## src/rtl/mem_arbiter.sv

```systemverilog
// mem_arbiter: shares one AXI4 master between instruction fetch and the exec stage.
// Revision: 1.0 - single-beat read/write, round-robin grant, 512-bit lane placement.
`timescale 1ns/1ps
`default_nettype none

module mem_arbiter #(
    parameter logic [3:0] FETCH_ID   = 4'd0,
    parameter logic [3:0] EXEC_ID    = 4'd1,
    parameter bit         EXEC_FIRST = 1'b1
) (
    input  logic         clk,
    input  logic         rst,
    input  logic         f_req_i,
    input  logic         e_req_i,
    input  logic         e_we_i,
    input  logic         e_byte_i,
    input  logic [30:0]  f_addr_i,
    input  logic [30:0]  e_addr_i,
    input  logic [31:0]  e_wdata_i,
    output logic         f_ack_o,
    output logic         e_ack_o,
    output logic [31:0]  f_rdata_o,
    output logic [31:0]  e_rdata_o,
    output logic         e_err_o,
    output logic [30:0]  araddr_o,
    output logic [3:0]   arid_o,
    output logic [2:0]   arsize_o,
    output logic         arvalid_o,
    input  logic         arready_i,
    input  logic [511:0] rdata_i,
    input  logic [1:0]   rresp_i,
    input  logic         rvalid_i,
    output logic         rready_o,
    output logic [30:0]  awaddr_o,
    output logic [3:0]   awid_o,
    output logic [2:0]   awsize_o,
    output logic         awvalid_o,
    input  logic         awready_i,
    output logic [511:0] wdata_o,
    output logic [63:0]  wstrb_o,
    output logic         wlast_o,
    output logic         wvalid_o,
    input  logic         wready_i,
    input  logic [1:0]   bresp_i,
    input  logic         bvalid_i,
    output logic         bready_o
);

    typedef enum logic [1:0] {
        S_IDLE = 2'd0,
        S_RD   = 2'd1,
        S_WR   = 2'd2,
        S_ACK  = 2'd3
    } state_e;

    state_e         state_q, state_d;
    logic           last_exec_q, last_exec_d;
    logic           gnt_exec_q, gnt_exec_d;
    logic [30:0]    addr_q, addr_d;
    logic           byte_q, byte_d;
    logic [1:0]     resp_q, resp_d;
    logic [31:0]    f_rdata_q, f_rdata_d;
    logic [31:0]    e_rdata_q, e_rdata_d;
    logic           arvalid_q, arvalid_d;
    logic           rready_q, rready_d;
    logic [30:0]    araddr_q, araddr_d;
    logic [3:0]     arid_q, arid_d;
    logic [2:0]     arsize_q, arsize_d;
    logic           awvalid_q, awvalid_d;
    logic           wvalid_q, wvalid_d;
    logic           bready_q, bready_d;
    logic [30:0]    awaddr_q, awaddr_d;
    logic [3:0]     awid_q, awid_d;
    logic [2:0]     awsize_q, awsize_d;
    logic [511:0]   wdata_q, wdata_d;
    logic [63:0]    wstrb_q, wstrb_d;
    logic           wlast_q, wlast_d;

    // Exec wins when it is the only requester or when fetch was served last.
    logic           w_pick_exec;
    logic [30:0]    w_addr;
    logic           w_byte;
    logic           w_we;
    logic [8:0]     w_wsel;
    logic [8:0]     w_bsel;
    logic [31:0]    w_rd_res;
    logic           w_aw_ok;
    logic           w_w_ok;

    assign w_pick_exec = e_req_i && (!f_req_i || !last_exec_q);
    assign w_addr      = w_pick_exec ? e_addr_i : f_addr_i;
    assign w_byte      = w_pick_exec && e_byte_i;
    assign w_we        = w_pick_exec && e_we_i;
    assign w_wsel      = {addr_q[5:2], 5'b0};
    assign w_bsel      = {addr_q[5:0], 3'b0};
    assign w_rd_res    = byte_q ? {24'b0, rdata_i[w_bsel +: 8]} : rdata_i[w_wsel +: 32];
    assign w_aw_ok     = !awvalid_q || awready_i;
    assign w_w_ok      = !wvalid_q || wready_i;

    always_comb begin
        state_d     = state_q;
        last_exec_d = last_exec_q;
        gnt_exec_d  = gnt_exec_q;
        addr_d      = addr_q;
        byte_d      = byte_q;
        resp_d      = resp_q;
        f_rdata_d   = f_rdata_q;
        e_rdata_d   = e_rdata_q;
        arvalid_d   = arvalid_q;
        rready_d    = rready_q;
        araddr_d    = araddr_q;
        arid_d      = arid_q;
        arsize_d    = arsize_q;
        awvalid_d   = awvalid_q;
        wvalid_d    = wvalid_q;
        bready_d    = bready_q;
        awaddr_d    = awaddr_q;
        awid_d      = awid_q;
        awsize_d    = awsize_q;
        wdata_d     = wdata_q;
        wstrb_d     = wstrb_q;
        case (state_q)
            S_IDLE: begin
                if (f_req_i || e_req_i) begin
                    gnt_exec_d  = w_pick_exec;
                    last_exec_d = w_pick_exec;
                    addr_d      = w_addr;
                    byte_d      = w_byte;
                    if (w_we) begin
                        state_d   = S_WR;
                        awvalid_d = 1'b1;
                        wvalid_d  = 1'b1;
                        bready_d  = 1'b1;
                        awaddr_d  = w_addr;
                        awid_d    = EXEC_ID;
                        awsize_d  = w_byte ? 3'd0 : 3'd2;
                        wdata_d   = w_byte ? {64{e_wdata_i[7:0]}} : {16{e_wdata_i}};
                        wstrb_d   = w_byte ? (64'd1 << w_addr[5:0])
                                           : (64'hf << {w_addr[5:2], 2'b00});
                    end else begin
                        state_d   = S_RD;
                        arvalid_d = 1'b1;
                        rready_d  = 1'b1;
                        araddr_d  = w_addr;
                        arid_d    = w_pick_exec ? EXEC_ID : FETCH_ID;
                        arsize_d  = w_byte ? 3'd0 : 3'd2;
                    end
                end
            end
            S_RD: begin
                if (arready_i) begin
                    arvalid_d = 1'b0;
                end
                if (rvalid_i && rready_q) begin
                    arvalid_d = 1'b0;
                    rready_d  = 1'b0;
                    resp_d    = rresp_i;
                    state_d   = S_ACK;
                    if (gnt_exec_q) begin
                        e_rdata_d = w_rd_res;
                    end else begin
                        f_rdata_d = w_rd_res;
                    end
                end
            end
            S_WR: begin
                if (awready_i) begin
                    awvalid_d = 1'b0;
                end
                if (wready_i) begin
                    wvalid_d = 1'b0;
                end
                // A response is only meaningful once both AW and W have been taken.
                if (bvalid_i && w_aw_ok && w_w_ok) begin
                    awvalid_d = 1'b0;
                    wvalid_d  = 1'b0;
                    bready_d  = 1'b0;
                    resp_d    = bresp_i;
                    state_d   = S_ACK;
                end
            end
            default: begin
                state_d = S_IDLE;
            end
        endcase
        wlast_d = wvalid_d;
    end

    always_ff @(posedge clk or posedge rst) begin
        if (rst) begin
            state_q     <= S_IDLE;
            last_exec_q <= !EXEC_FIRST;
            gnt_exec_q  <= 1'b0;
            addr_q      <= '0;
            byte_q      <= 1'b0;
            resp_q      <= '0;
            f_rdata_q   <= '0;
            e_rdata_q   <= '0;
            arvalid_q   <= 1'b0;
            rready_q    <= 1'b0;
            araddr_q    <= '0;
            arid_q      <= '0;
            arsize_q    <= '0;
            awvalid_q   <= 1'b0;
            wvalid_q    <= 1'b0;
            bready_q    <= 1'b0;
            awaddr_q    <= '0;
            awid_q      <= '0;
            awsize_q    <= '0;
            wdata_q     <= '0;
            wstrb_q     <= '0;
            wlast_q     <= 1'b0;
        end else begin
            state_q     <= state_d;
            last_exec_q <= last_exec_d;
            gnt_exec_q  <= gnt_exec_d;
            addr_q      <= addr_d;
            byte_q      <= byte_d;
            resp_q      <= resp_d;
            f_rdata_q   <= f_rdata_d;
            e_rdata_q   <= e_rdata_d;
            arvalid_q   <= arvalid_d;
            rready_q    <= rready_d;
            araddr_q    <= araddr_d;
            arid_q      <= arid_d;
            arsize_q    <= arsize_d;
            awvalid_q   <= awvalid_d;
            wvalid_q    <= wvalid_d;
            bready_q    <= bready_d;
            awaddr_q    <= awaddr_d;
            awid_q      <= awid_d;
            awsize_q    <= awsize_d;
            wdata_q     <= wdata_d;
            wstrb_q     <= wstrb_d;
            wlast_q     <= wlast_d;
        end
    end

    assign f_ack_o   = (state_q == S_ACK) && !gnt_exec_q;
    assign e_ack_o   = (state_q == S_ACK) && gnt_exec_q;
    assign e_err_o   = e_ack_o && (resp_q != 2'b00);
    assign f_rdata_o = f_rdata_q;
    assign e_rdata_o = e_rdata_q;
    assign araddr_o  = araddr_q;
    assign arid_o    = arid_q;
    assign arsize_o  = arsize_q;
    assign arvalid_o = arvalid_q;
    assign rready_o  = rready_q;
    assign awaddr_o  = awaddr_q;
    assign awid_o    = awid_q;
    assign awsize_o  = awsize_q;
    assign awvalid_o = awvalid_q;
    assign wdata_o   = wdata_q;
    assign wstrb_o   = wstrb_q;
    assign wlast_o   = wlast_q;
    assign wvalid_o  = wvalid_q;
    assign bready_o  = bready_q;

endmodule

`default_nettype wire

```

## config.mk

```make
export PLATFORM = sky130hd
export DESIGN_NAME = mem_arbiter
export DESIGN_NICKNAME = d
export VERILOG_FILES = /design/src/rtl/mem_arbiter.sv
export SDC_FILE = /design/constraint.sdc
export NUM_CORES = 1
export LEC_CHECK = 0
export ABC_AREA = 1
export BUFFER_PORTS_ARGS = -buffer_cell sky130_fd_sc_hd__buf_2
export CORE_AREA = 2 2 521 523
export DETAILED_ROUTE_END_ITERATION = 7
export DIE_AREA = 0 0 523 525
export MAX_ROUTING_LAYER = met4
export PLACE_DENSITY = 0.3
export SKIP_LAST_GASP = 1
export SYNTH_ARGS = -nofsm -noshare
export SYNTH_HDL_FRONTEND = slang
export SYNTH_SLANG_ARGS = --single-unit
export TNS_END_PERCENT = 10
```

## constraint.sdc

```tcl
create_clock -name clk -period 18.4 [get_ports clk]
set_input_delay 0.92 -clock clk [delete_from_list [all_inputs] [get_ports clk]]
set_output_delay 0.92 -clock clk [all_outputs]
set_load 0.005 [all_outputs]
```

### Word-level counts from Yosys, hierarchy flattened

Cells that the tools add are included.

* bits in latches: 0
* memories kept: 0
* ROM bits: 0
* output and inout port bits: 725
* register bits: 730
* memory bits (writable): 0
* word-level logic and storage cells: 102

* div/mod/pow operators: 0
* magnitude comparators: 0
* bitwise logic cells: 2
* add/subtract/negate cells: 0
* multiplexer cells: 31
* equal/unequal tests: 11
* shift-type cells: 4
* reduce and logical (&&, ||, !) cells: 34
* $mul: 0

Operators by type and width (count)
* 512-bit two-way mux: 1
* 512-bit by 10-bit indexed part select with 32-bit output: 1
* 512-bit by 10-bit indexed part select with 8-bit output: 1
* 64-bit two-way mux: 1
* 1-bit by 6-bit << shifter with 64-bit output, first input constant: 1
* 4-bit by 6-bit << shifter with 64-bit output, first input constant: 1
* 32-bit two-way mux: 1
* 31-bit two-way mux: 1
* 4-bit AND reduction: 5
* 3-bit AND reduction: 6
* 2-bit two-way mux: 7
* 1-bit two-way mux: 13
* 2-bit inequality test, second input constant: 5
* 1-bit case mux with 2 select lines: 5
* 1-bit logical AND: 9
* 3-bit inequality test, second input constant: 3
* 2-bit nonzero test: 4
* 2-bit case mux with 3 select lines: 1
* 2-bit == test, second input constant: 2
* 1-bit zero test: 4
* 1-bit logical OR: 4
* 2-bit case mux with 2 select lines: 1
* 2-bit by 1-bit == test with 1-bit output, second input constant: 1
* 2-bit zero test: 1
* 2 further kinds: 3

### Longest topological paths before layout

* depth after elaboration: 7
* depth in mapped cells: 14

### Least setup slack after synthesis

OpenSTA, ideal clock, no wires.

* path kind: input port to flip-flop
* start point: in f_req_i
* end point: reg wstrb_q[24] (netlist: wstrb_o[24])
* setup slack: 16.204 ns
* data arrival time: 2.069 ns
* stages: 8
* library setup time: 0.126 ns
* path buffers: 0
* path through: nand2_2 > nand2_8 > o21ai_2 > inv_2 > nand3_2 > nor2_1 > nor2_2 > a2bb2oi_1

* cells in the longest elaborated chain, start to end: 6
* elaborated cells between the ends (all ways): 11
* those cells by class: shift: 2; mux: 2; reduce/logical: 7

Ends and longest elaborated chain
* start, declared: line 13 `input logic f_req_i,`
* 1-bit zero test: line 90 `assign w_pick_exec = e_req_i && (!f_req_i || !last_exec_q);`
* 1-bit logical OR: line 90
* 1-bit logical AND: line 90
* 31-bit two-way mux: line 91 `assign w_addr = w_pick_exec ? e_addr_i : f_addr_i;`
* 4-bit by 6-bit << shifter with 64-bit output or 1-bit by 6-bit << shifter with 64-bit output (tied branches): line 139, 138
* 64-bit two-way mux: line 138 `wstrb_d = w_byte ? (64'd1 << w_addr[5:0])`
* end signal, assigned: line 234 `wstrb_q <= wstrb_d;`
* end, declared: line 76 `logic [63:0] wstrb_q, wstrb_d;`

Parallel ways exist; a longest one is shown, timed or not.
A chain may end at the register's enable or synchronous reset.

### Final worst setup path

* start point: reg addr_q[0]
* end point: reg e_rdata_q[5] (netlist: e_rdata_o[5])

* cells in the longest elaborated chain, start to end: 2

Ends and longest elaborated chain
* start, declared: line 59 `logic [30:0] addr_q, addr_d;`
* start signal, assigned: line 217 `addr_q <= addr_d;`
* 512-bit by 10-bit indexed part select with 8-bit output: line 96 `assign w_rd_res = byte_q ? {24'b0, rdata_i[w_bsel +: 8]} : rdata_i[w_wsel +: 32];`
* 32-bit two-way mux: line 96
* end signal, assigned: line 221 `e_rdata_q <= e_rdata_d;`
* end, declared: line 63 `logic [31:0] e_rdata_q, e_rdata_d;`

No other way between the ends.

==> impl_metrics.yaml <==
status:
  status: "completed"
power_and_ir_drop:
  p_leak_nw: 14.7
  comb_power_share: 0.654
  pwr_density_cell_mw_per_mm2: 188
  p_switching_w: 0.00343
  vdd_drop_max_v: 0.0000851
  internal_power_w: 0.00248
  clockPowerShare: 0.132
  p_sw_frac: 0.580
  pwr-share-seq: 0.214
logic_synthesis:
  ys_top_cells_by_area: "dfrtp_1, buf_4, nand2_1"
  yosysTopAreaCellShare: 0.262
  yosysTopAreaCell: "dfrtp_1"
  ys_seq_area_frac: 0.262
  async_flop_share: 1.00
  ys_warn_count: 0
  ys_ff_latch: 243
  avgSynthCellArea_um2: 6.53
  synth_edf_count: 0
  synth_cells: 3556
  syn_area_mm2: 0.0232
  synth_most_common_cell: "nand2_1"
  synth-main-ff-cell: "dfrtp_1"
  ys_types: 38
  netlist_top_cells_count: "nand2_1, nand3_1, buf_4"
floorplanning:
  die_h_um: 525
  num_io_pins: 1346
  start_util: 0.0862
  design.core.area_mm2: 0.269
  die_area_mm2: 0.275
  rows: 191
  dieWidth_um: 523
placed_design:
  dpl_cell_area_mm2: 0.0299
  port_buffers: 1335
  place_congestion: 0.922
  detailed_place_hpwl_um: 171000
  pre_cts_ws_ns: 14.15
global_routing:
  grt_pass1_vias: 27600
  grtUsageTotal: 0.148
  grt-ovfl-total: 0
  grt_start_max_net_pins: 147
  grt_pass1_wl_um: 267000
  antenna_found_initial: 143
finish:
  stdcell_area_mm2: 0.0315
  drive_gt1_frac: 0.354
  area_growth_pct: 35.7
  nets: 4841
sta:
  period_needed_ns: 4.40
  tightest_slew_ns: 1.16
  finalHoldViolCount: 0
  rsz0062_at_grt: "no"
  hold_slack_ns: 0.326
  slew_headroom: 0.227
  fin_worst_skew_ns: 0.0293
  timing.fmax_mhz: 227
  finalSetupViolations: 0
  worst_slack_ns: 14.00
  slew_violations: 0
  fin_setup_tns_ns: 0
  fin_crit_sh: 0.239
flow_run:
  drv_cap: 0
clock_tree:
  h-tree-depth: 2
  clk_pin_slew_worst_paths_ns: 0.06
  post_cts_buffers: 0
  cts_tree: "yes"
  clock-root-buffer: "clkbuf_16"
  clk_latency_ns: 0.61
  cts_num_sinks: 243
  cts_buffers: 38
  clockBufferDepth: 3
  ctsHoldBuffers: 0
  cts_resized: 0
setup_path:
  cp_slowest_cell: "buf_4"
  path_buf_inv: 3
  endpoint_kind: "register"
  critPathTopFamily: "buffers and inverters"
  critical_path.most_common_cell: "nand3_1"
  required_ns: 18.92
  start_kind: "register"
  cp_max_fo: 129
  critical_path_class: "register to register"
  arrival_ns: 4.93
  crit_path_max_incr_delay_ns: 0.79
  cp_cell_sequence: "inv_8 -> buf_4 -> buf_4 -> nand2_1 -> nand3_1 -> nand3_1 -> nand3_1 -> nand2_1 -> nand2_1 -> nand3_1 -> nand3_1 -> nand3_1 -> nand2_1"
routing:
  dr.pass1.iters: 5
  drtIter0Drc: 2271
  wl_per_cell_um: 26.2
  viasPerCell: 3.62
  vias: 28700
  postRouteAntennaNets: 0
  drc_errors: 0
  drt_wl_total_um: 207000
hold_path:
  holdCritPathClass: "input port to async pin"
## metal layers
metal | up-vias | track usage | wire (um)
li1 | 13000 | - | -
met2 | 1501 | 0.232 | 94400
met5 | - | - | 0
met1 | 14000 | 0.180 | 87600
met3 | 210 | 0.0459 | 19100
met4 | 0 | 0.0436 | 6120
## area by class of cell
type | count | area [um2]
Inverter | 38 | 180
Multi-Input combinational cell | 2518 | 12100
Sequential cell | 243 | 6100
Clock inverter | 15 | 246
Timing Repair Buffer | 1376 | 7030
Tap cell | 3570 | 4470
Clock buffer | 52 | 1060
Fill cell | 31700 | 238000
Antenna cell | 111 | 278
## logic make-up after synthesis
family          share of synthesized area
mux                                0.0108
other cells                      0.000162
buf+inv                             0.217
flops                               0.262
fa+ha+maj                         0.00270
compound gates                      0.169
simple gates                        0.339
## through the flow
stage,utilization,total power (W),cells
2_1_floorplan,-,0.00351,3565
5_1_grt,0.117,0.00639,7902
6_report,0.117,0.00591,7923
3_5_place_dp,0.111,0.00522,7745
4_1_cts,0.116,0.00604,7812
3_3_place_gp,0.111,0.00526,7745
## worst paths after layout
path | to | slack [ns] | cells after the start | start
hold reg to reg | e_rdata_o[6]$_DFFE_PP0P_ | 0.47 | 2 | e_rdata_o[6]$_DFFE_PP0P_
hold / removal | araddr_o[14]$_DFFE_PP0P_ | 0.33 | 2 | rst
min in group clk | e_rdata_o[6]$_DFFE_PP0P_ | 0.47 | 2 | e_rdata_o[6]$_DFFE_PP0P_
setup reg to reg | e_rdata_o[5]$_DFFE_PP0P_ | 14.00 | 13 | addr_q[0]$_DFFE_PP0P_
max in group asynchronous | wdata_o[483]$_DFFE_PP0P_ | 15.87 | 4 | rst
setup / recovery | e_rdata_o[5]$_DFFE_PP0P_ | 14.00 | 13 | addr_q[0]$_DFFE_PP0P_
## worst register-to-register path, delay by kind of cell (launching register included)
kind	cells	cell delay (ns)
buffers and inverters	3	2.26
flip-flops	1	0.71
AND/OR/NAND/NOR	10	1.35
## power groups by stage
| stage | combinational, W | clock (W) | sequential [W] |
|---|---|---|---|
| CTS | 0.00395 | 0.000817 | 0.00127 |
| floorplan | 0.00247 | 0 | 0.00104 |
| detailed placement | 0.00395 | 0 | 0.00127 |
| global placement | 0.00399 | 0 | 0.00127 |
| finish | 0.00387 | 0.000781 | 0.00126 |
| global route | 0.00425 | 0.000832 | 0.00131 |
## sequential cells by signal, indices dropped and copies added (netlist names), 2 cells and up
| signal | flops |
|---|---|
| e_rdata_o | 32 |
| wdata_o | 32 |
| addr_q | 6 |
| resp_q | 2 |
| f_rdata_o | 32 |
| araddr_o | 31 |
| state_q | 2 |
| awaddr_o | 31 |
| wstrb_o | 64 |
## placed cells by master, fill, tap and decap left out, types with 3 or more instances in the layout
master        n
nor2_2       19
buf_12        3
mux2i_1      25
buf_2      1335
a21oi_1       4
buf_4        38
inv_2         7
dfrtp_4       5
diode_2     111
inv_1        22
nand2_1     916
dfrtp_1     236
o21ai_2       3
nand3_1     579
o21ai_1      49
a2bb2oi_1    62
clkbuf_8      6
nand2_2       3
o22ai_1      39
inv_4         6
inv_8         3
o21ai_0     334
o221ai_1     88
bufinv_16     4
clkbuf_1      8
o211ai_1     42
nor2_1      316
conb_1       10
nand3_4       6
clkbuf_16    38
ha_1          5
clkinv_2      6
Power figures use the tool's default switching activity.
